[src/rtl/ap_dc_pkg.sv]
// Shared types and defaults for the data-cache line controller:
// FSM state encoding, default parameter values and the word-to-DDR address helper.
package ap_dc_pkg;

  localparam int DEF_NUM_LINES      = 4;
  localparam int DEF_LINE_DEPTH     = 16;
  localparam int DEF_ADDR_WIDTH_MEM = 16;
  localparam int DEF_DDR_ADDR_WIDTH = 28;
  localparam int DEF_DDR_SHIFT      = 3;

  typedef enum logic [2:0] {
    IDLE,
    LOOKUP,
    WB_REQ,
    WB_DATA,
    RF_REQ,
    RF_DATA,
    RETRY
  } dc_state_t;

  function automatic logic [63:0] ddr_byte_addr(input logic [63:0] word_addr,
                                                input int unsigned shift);
    return word_addr << shift;
  endfunction

endpackage

[src/rtl/dc_tag_array.sv]
// Tag/valid (and, with DC_WRITEBACK_EN, dirty) store for the cache lines,
// with a parallel compare of the lookup tag against every valid line.
module dc_tag_array
  import ap_dc_pkg::*;
#(
  parameter int NUM_LINES = DEF_NUM_LINES,
  parameter int TAG_W     = 12,
  localparam int LINE_W   = $clog2(NUM_LINES)
) (
  input  logic              clk,
  input  logic              rst,
  input  logic [TAG_W-1:0]  lookup_tag,
  output logic              hit,
  output logic [LINE_W-1:0] hit_idx,
  input  logic [LINE_W-1:0] wr_idx,
  input  logic              inval_en,
  input  logic              fill_en,
  input  logic [TAG_W-1:0]  fill_tag
`ifdef DC_WRITEBACK_EN
  ,
  input  logic              fill_dirty,
  input  logic              set_dirty,
  output logic [TAG_W-1:0]  victim_tag,
  output logic              victim_wb
`endif
);

  logic [TAG_W-1:0]     tags [NUM_LINES];
  logic [NUM_LINES-1:0] valid;

  always_ff @(posedge clk or negedge rst) begin
    if (!rst) begin
      valid <= '0;
    end else begin
      if (inval_en) valid[wr_idx] <= 1'b0;
      if (fill_en)  valid[wr_idx] <= 1'b1;
    end
  end

  always_ff @(posedge clk) begin
    if (fill_en) tags[wr_idx] <= fill_tag;
  end

  always_comb begin
    hit     = 1'b0;
    hit_idx = '0;
    for (int unsigned i = 0; i < NUM_LINES; i++) begin
      if (valid[i] && (tags[i] == lookup_tag)) begin
        hit     = 1'b1;
        hit_idx = LINE_W'(i);
      end
    end
  end

`ifdef DC_WRITEBACK_EN
  logic [NUM_LINES-1:0] dirty;

  always_ff @(posedge clk or negedge rst) begin
    if (!rst) begin
      dirty <= '0;
    end else if (fill_en) begin
      dirty[wr_idx] <= fill_dirty;
    end else if (set_dirty) begin
      dirty[hit_idx] <= 1'b1;
    end
  end

  assign victim_tag = tags[wr_idx];
  assign victim_wb  = valid[wr_idx] && dirty[wr_idx];
`endif

endmodule

[src/rtl/dc_line_ctrl.sv]
// Direct-lookup line controller: parallel tag compare, round-robin victim,
// DDR refill and optional dirty-line writeback (DC_WRITEBACK_EN).
module dc_line_ctrl
  import ap_dc_pkg::*;
#(
  parameter int NUM_LINES      = DEF_NUM_LINES,
  parameter int LINE_DEPTH     = DEF_LINE_DEPTH,
  parameter int ADDR_WIDTH_MEM = DEF_ADDR_WIDTH_MEM,
  parameter int DDR_ADDR_WIDTH = DEF_DDR_ADDR_WIDTH,
  parameter int DDR_SHIFT      = DEF_DDR_SHIFT,
  localparam int LINE_W        = $clog2(NUM_LINES),
  localparam int OFF_W         = $clog2(LINE_DEPTH)
) (
  input  logic                      clk,
  input  logic                      rst,
  input  logic                      req_valid,
  input  logic [ADDR_WIDTH_MEM-1:0] req_addr,
  input  logic                      req_we,
  output logic                      req_ready,
  output logic                      hit_valid,
  output logic [LINE_W-1:0]         hit_line,
  output logic [OFF_W-1:0]          hit_offset,
  output logic                      ddr_rd_req,
  output logic [DDR_ADDR_WIDTH-1:0] ddr_rd_addr,
  input  logic                      rd_burst_data_valid,
  output logic                      refill_we,
  output logic [LINE_W-1:0]         refill_line,
  output logic [OFF_W-1:0]          refill_offset,
  output logic                      ddr_wr_req,
  output logic [DDR_ADDR_WIDTH-1:0] ddr_wr_addr,
  output logic                      wb_rd_en,
  output logic [LINE_W-1:0]         wb_line,
  output logic [OFF_W-1:0]          wb_offset,
  input  logic                      ddr_wr_done,
  output logic                      busy
);

  localparam int TAG_W = ADDR_WIDTH_MEM - OFF_W;
  localparam int CNT_W = OFF_W + 1;

  dc_state_t         state, nxt;
  logic [TAG_W-1:0]  rq_tag;
  logic [OFF_W-1:0]  rq_off;
  logic [LINE_W-1:0] ptr;
  logic [CNT_W-1:0]  cnt;
  logic              accept, last_beat, hit;
  logic [LINE_W-1:0] hit_idx;

  assign accept    = req_valid && (state == IDLE);
  assign last_beat = rd_burst_data_valid && (cnt == CNT_W'(LINE_DEPTH - 1));

`ifdef DC_WRITEBACK_EN
  logic             rq_we, victim_wb;
  logic [TAG_W-1:0] victim_tag;
`else
  logic unused_wb_inputs;
  assign unused_wb_inputs = ddr_wr_done ^ req_we;
`endif

  dc_tag_array #(
    .NUM_LINES (NUM_LINES),
    .TAG_W     (TAG_W)
  ) u_tags (
    .clk        (clk),
    .rst        (rst),
    .lookup_tag (rq_tag),
    .hit        (hit),
    .hit_idx    (hit_idx),
    .wr_idx     (ptr),
    .inval_en   (state == RF_REQ),
    .fill_en    ((state == RF_DATA) && last_beat),
    .fill_tag   (rq_tag)
`ifdef DC_WRITEBACK_EN
    ,
    .fill_dirty (rq_we),
    .set_dirty  ((state == LOOKUP) && hit && rq_we),
    .victim_tag (victim_tag),
    .victim_wb  (victim_wb)
`endif
  );

  always_ff @(posedge clk or negedge rst) begin
    if (!rst) state <= IDLE;
    else      state <= nxt;
  end

  always_comb begin
    nxt = state;
    case (state)
      IDLE:    if (accept) nxt = LOOKUP;
      LOOKUP: begin
        if (hit) nxt = IDLE;
`ifdef DC_WRITEBACK_EN
        else if (victim_wb) nxt = WB_REQ;
`endif
        else nxt = RF_REQ;
      end
`ifdef DC_WRITEBACK_EN
      WB_REQ:  nxt = WB_DATA;
      WB_DATA: if (ddr_wr_done && (cnt == CNT_W'(LINE_DEPTH))) nxt = RF_REQ;
`endif
      RF_REQ:  nxt = RF_DATA;
      RF_DATA: if (last_beat) nxt = RETRY;
      RETRY:   nxt = IDLE;
      default: nxt = IDLE;
    endcase
  end

  // cnt is shared: beat index during refill, strobe index during writeback.
  always_ff @(posedge clk or negedge rst) begin
    if (!rst) begin
      rq_tag <= '0;
      rq_off <= '0;
      ptr    <= '0;
      cnt    <= '0;
`ifdef DC_WRITEBACK_EN
      rq_we  <= 1'b0;
`endif
    end else begin
      if (accept) begin
        rq_tag <= req_addr[ADDR_WIDTH_MEM-1:OFF_W];
        rq_off <= req_addr[OFF_W-1:0];
`ifdef DC_WRITEBACK_EN
        rq_we  <= req_we;
`endif
      end
      case (state)
`ifdef DC_WRITEBACK_EN
        WB_DATA: begin
          if (cnt != CNT_W'(LINE_DEPTH)) cnt <= cnt + 1'b1;
          else if (ddr_wr_done)          cnt <= '0;
        end
`endif
        RF_DATA: if (rd_burst_data_valid) cnt <= last_beat ? '0 : cnt + 1'b1;
        RETRY:   ptr <= ptr + 1'b1;
        default: cnt <= '0;
      endcase
    end
  end

  always_comb begin
    req_ready     = (state == IDLE);
    busy          = (state != IDLE);
    hit_valid     = 1'b0;
    hit_line      = '0;
    hit_offset    = '0;
    ddr_rd_req    = 1'b0;
    ddr_rd_addr   = '0;
    refill_we     = 1'b0;
    refill_line   = '0;
    refill_offset = '0;
    ddr_wr_req    = 1'b0;
    ddr_wr_addr   = '0;
    wb_rd_en      = 1'b0;
    wb_line       = '0;
    wb_offset     = '0;
    case (state)
      LOOKUP: begin
        if (hit) begin
          hit_valid  = 1'b1;
          hit_line   = hit_idx;
          hit_offset = rq_off;
        end
      end
`ifdef DC_WRITEBACK_EN
      WB_REQ: begin
        ddr_wr_req  = 1'b1;
        ddr_wr_addr = DDR_ADDR_WIDTH'(ddr_byte_addr(64'({victim_tag, {OFF_W{1'b0}}}), DDR_SHIFT));
      end
      WB_DATA: begin
        wb_rd_en  = (cnt != CNT_W'(LINE_DEPTH));
        wb_line   = ptr;
        wb_offset = cnt[OFF_W-1:0];
      end
`endif
      RF_REQ: begin
        ddr_rd_req  = 1'b1;
        ddr_rd_addr = DDR_ADDR_WIDTH'(ddr_byte_addr(64'({rq_tag, {OFF_W{1'b0}}}), DDR_SHIFT));
      end
      RF_DATA: begin
        refill_we     = rd_burst_data_valid;
        refill_line   = ptr;
        refill_offset = cnt[OFF_W-1:0];
      end
      RETRY: begin
        hit_valid  = 1'b1;
        hit_line   = ptr;
        hit_offset = rq_off;
      end
      default: ;
    endcase
  end

endmodule

[config.mk]
export PLATFORM = sky130hd
export DESIGN_NAME = dc_line_ctrl
export DESIGN_NICKNAME = d
export VERILOG_FILES = /design/src/rtl/ap_dc_pkg.sv /design/src/rtl/dc_tag_array.sv /design/src/rtl/dc_line_ctrl.sv
export SDC_FILE = /design/constraint.sdc
export NUM_CORES = 1
export LEC_CHECK = 0
export ABC_CLOCK_PERIOD_IN_PS = 7460
export BUFFER_PORTS_ARGS = -buffer_cell sky130_fd_sc_hd__buf_2
export CAP_MARGIN = 10
export CELL_PAD_IN_SITES_DETAIL_PLACEMENT = 2
export CELL_PAD_IN_SITES_GLOBAL_PLACEMENT = 2
export CORE_MARGIN = 3
export CORE_UTILIZATION = 32
export DETAILED_ROUTE_END_ITERATION = 10
export PLACE_DENSITY = 0.77
export SYNTH_ARGS = -nofsm -noshare
export SYNTH_HDL_FRONTEND = slang
export SYNTH_HIERARCHICAL = 1
export SYNTH_SLANG_ARGS = --single-unit
[constraint.sdc]
create_clock -name clk -period 7.46 [get_ports clk]
set_clock_uncertainty 0.05 [all_clocks]
set_input_delay 2.238 -clock clk [delete_from_list [all_inputs] [get_ports clk]]
set_output_delay 2.238 -clock clk [all_outputs]
set_load 0.01 [all_outputs]
==> impl_metrics.env <==
export IMPL_critical_path_required_ps=5170
export IMPL_synth_ff_type="edfxtp_1"
export IMPL_worst_pin_slew_ps=1210
export IMPL_dieWidth_um=118
export IMPL_num_vias=2372
export IMPL_port_buffer_count=48
export IMPL_globalRouteOverflowTotal=0
export IMPL_die_h_um=118
export IMPL_core_area_um2=12100
export IMPL_worstPathMaxFanout=10
export IMPL_p_leak_nw=1.84
export IMPL_synth_top_cell_area_share=0.361
export IMPL_synth_common_cells="buf_4 (53), edfxtp_1 (48), xnor2_1 (39)"
export IMPL_clockPowerShare=0.362
export IMPL_cts_resized=0
export IMPL_antenna_found_initial=0
export IMPL_p_sw_w=0.000342
export IMPL_die_area_um2=13900
export IMPL_synth_seq_cells=78
export IMPL_drc_errors=0
export IMPL_relSlewSlack=0.193
export IMPL_ant_nets=0
export IMPL_synth_fa_ha_area_frac=0.00313
export IMPL_status="complete, no violations"
export IMPL_wl_per_cell_um=17.3
export IMPL_placed_cells_incl_taps=522
export IMPL_r2r_setup_slack_ps=4600
export IMPL_peakVddDrop_mv=0.135
export IMPL_async_flop_share=0.385
export IMPL_dp_hpwl_um=6650
export IMPL_layout_nets=389
export IMPL_crit_end="hit_offset[0]"
export IMPL_hold_buffers=0
export IMPL_powerDensity_nw_per_um2=267
export IMPL_grt_start_max_net_pins=31
export IMPL_synth_compound_area_frac=0.0372
export IMPL_clock_sinks=78
export IMPL_maxClockFrequency_mhz=197
export IMPL_fin_crit_sh=0.681
export IMPL_r2r_start="state[2]$_DFFE_PN0P_"
export IMPL_cts_max_level=3
export IMPL_switching_share=0.286
export IMPL_seq_area_um2=2190
export IMPL_antenna_cells=0
export IMPL_layout_drive_gt1_share=0.251
export IMPL_drt_iter0_markers=67
export IMPL_stdcell_count=539
export IMPL_synth_edf_count=48
export IMPL_clk_path_buf_depth=2
export IMPL_track_usage=0.135
export IMPL_worstSkewPairLatency_ps=330
export IMPL_rows=40
export IMPL_detail_route_first_pass_iterations=4
export IMPL_ctsRootBufferMaster="clkbuf_16"
export IMPL_synth_cells=315
export IMPL_cts_setup_buffers=0
export IMPL_critical_path_arrival_ps=2790
export IMPL_fin_crit_ps=5080
export IMPL_rsz0062_at_grt="no"
export IMPL_r2r_end="u_tags/tags[2][2]$_DFFE_PP_"
export IMPL_globalplace_congestion=0.788
export IMPL_synthMuxAreaShare=0.0476
export IMPL_synth_largest_area_cell="edfxtp_1"
export IMPL_multiInputGateArea_um2=1500
export IMPL_final_setup_viol_count=0
export IMPL_clk_pin_slew_ps=60
export IMPL_critPathLaunch="rq_tag[11]$_DFFE_PN0P_"
export IMPL_drv_cap=0
export IMPL_via_per_inst=4.40
export IMPL_synth_area_um2=4000
export IMPL_yosysUniqueCellTypes=45
export IMPL_p_int_w=0.000853
export IMPL_yosysSeqAreaShare=0.548
export IMPL_grt_pass1_wl_um=14600
export IMPL_worstSetupPathType="flop to output port"
export IMPL_yosys_warnings=6
export IMPL_start_util=0.330
export IMPL_synth_simple_area_share=0.123
export IMPL_finalHoldViolCount=0
export IMPL_synth_top_family_by_area="buffers and inverters"
export IMPL_hp_class="flop to flop"
export IMPL_cts_made_buffers=9
export IMPL_tns_ps=0
export IMPL_syn_area_per_cell_um2=12.7
export IMPL_synthMostInstantiatedCell="buf_4"
export IMPL_ios=103
export IMPL_crit_path_end_kind="output port"
export IMPL_area_delta_synth_final_pct=12.2
export IMPL_nFillCells=1315
export IMPL_cp_start_kind="flop"
export IMPL_synth_xor_area_frac=0.113
export IMPL_wl_um=9300
export IMPL_maxSlewViolCount=0
export IMPL_p_comb_frac=0.168
export IMPL_r2r_cells=4
export IMPL_cts_tree="done"
export IMPL_first_global_vias=2620
export IMPL_pwr_share_seq=0.469
export IMPL_hold_ws_ps=428
export IMPL_ys_top_cells_by_area="edfxtp_1 (36%), dfrtp_1 (19%), buf_4 (10%)"
-- worst max-delay path: stages, from the launching register on --
cell and delay [ps]:
dfrtp_1 630, xnor2_1 180, nand4_1 180, or4_4 560
o2111ai_1 200, and4bb_2 320, nor2_1 110, nor2b_1 130
buf_2 150
-- worst min path at each step --
stage / start / to / slack, ps / cells past startpoint
2_1_floorplan: u_tags/valid[0]$_DFF_PN0_ / u_tags/valid[0]$_DFF_PN0_ / 400 / 1
3_3_place_gp: u_tags/valid[3]$_DFF_PN0_ / u_tags/valid[3]$_DFF_PN0_ / 410 / 1
3_5_place_dp: u_tags/valid[3]$_DFF_PN0_ / u_tags/valid[3]$_DFF_PN0_ / 420 / 1
4_1_cts: u_tags/valid[3]$_DFF_PN0_ / u_tags/valid[3]$_DFF_PN0_ / 430 / 1
5_1_grt: u_tags/valid[3]$_DFF_PN0_ / u_tags/valid[3]$_DFF_PN0_ / 460 / 1
6_report: u_tags/valid[3]$_DFF_PN0_ / u_tags/valid[3]$_DFF_PN0_ / 430 / 1
-- through the flow --
stage                     power, W  worst slack (ps)  instance area (um^2)   util
after floorplan           0.000718              2790                  4190      -
after global placement    0.000757              2520                  4180  0.345
after detailed placement  0.000775              2500                  4180  0.345
after CTS                  0.00122              2320                  4480  0.370
after global routing       0.00126              2170                  4490  0.370
final                      0.00120              2380                  4490  0.370
-- power by group through the flow --
stage | logic, W | clock network [W] | registers (W)
6_report | 0.000201 | 0.000433 | 0.000561
5_1_grt | 0.000226 | 0.000467 | 0.000571
4_1_cts | 0.000206 | 0.000446 | 0.000563
3_5_place_dp | 0.000203 | 0 | 0.000572
3_3_place_gp | 0.000190 | 0 | 0.000567
2_1_floorplan | 0.000178 | 0 | 0.000540
-- sequential cells by signal, summed over array words and instances (netlist names) --
name,count
state,3
u_tags/tags,48
rq_off,4
cnt,5
ptr,2
rq_tag,12
u_tags/valid,4
-- layer usage --
layer  global-route usage  routed length [um]
met1                0.166                4000
met2                0.238                4850
met3               0.0322                 378
met4               0.0330                  67
met5                    0                   0
-- cells in the final DEF, fill, tap and decap left out, drive strengths merged, types with 4 or more instances in the layout --
| master | n |
|---|---|
| clkinv | 4 |
| nor2b | 4 |
| conb | 52 |
| buf | 51 |
| nor2 | 4 |
| nand2 | 11 |
| dfrtp | 30 |
| nand4 | 8 |
| and2 | 19 |
| edfxtp | 48 |
| xor2 | 9 |
| o21ai | 5 |
| xnor2 | 41 |
| inv | 8 |
| mux2 | 16 |
| nor3b | 4 |
| nand3 | 9 |
| clkbuf | 9 |
-- cells by family (layout without fill, tap and decap cells) --
logic type      count (synthesis)  after routing
simple gates                   78             78
xor+xnor                       50             50
other cells                     1             52
fa+ha+maj                       1              1
mux                            17             17
compound gates                 21             21
buf+inv                        69             74
flops                          78             78
-- final cells by class --
class / count / share of cell area
flip-flops and latches: 78 / 0.489
well taps: 168 / 0.0469
inverters: 7 / 0.00586
clock buffers: 9 / 0.0502
multi-input cells: 219 / 0.334
clock inverters: 7 / 0.0162
repair buffers: 51 / 0.0586
Note: power is estimated with default switching activity, not from simulation.
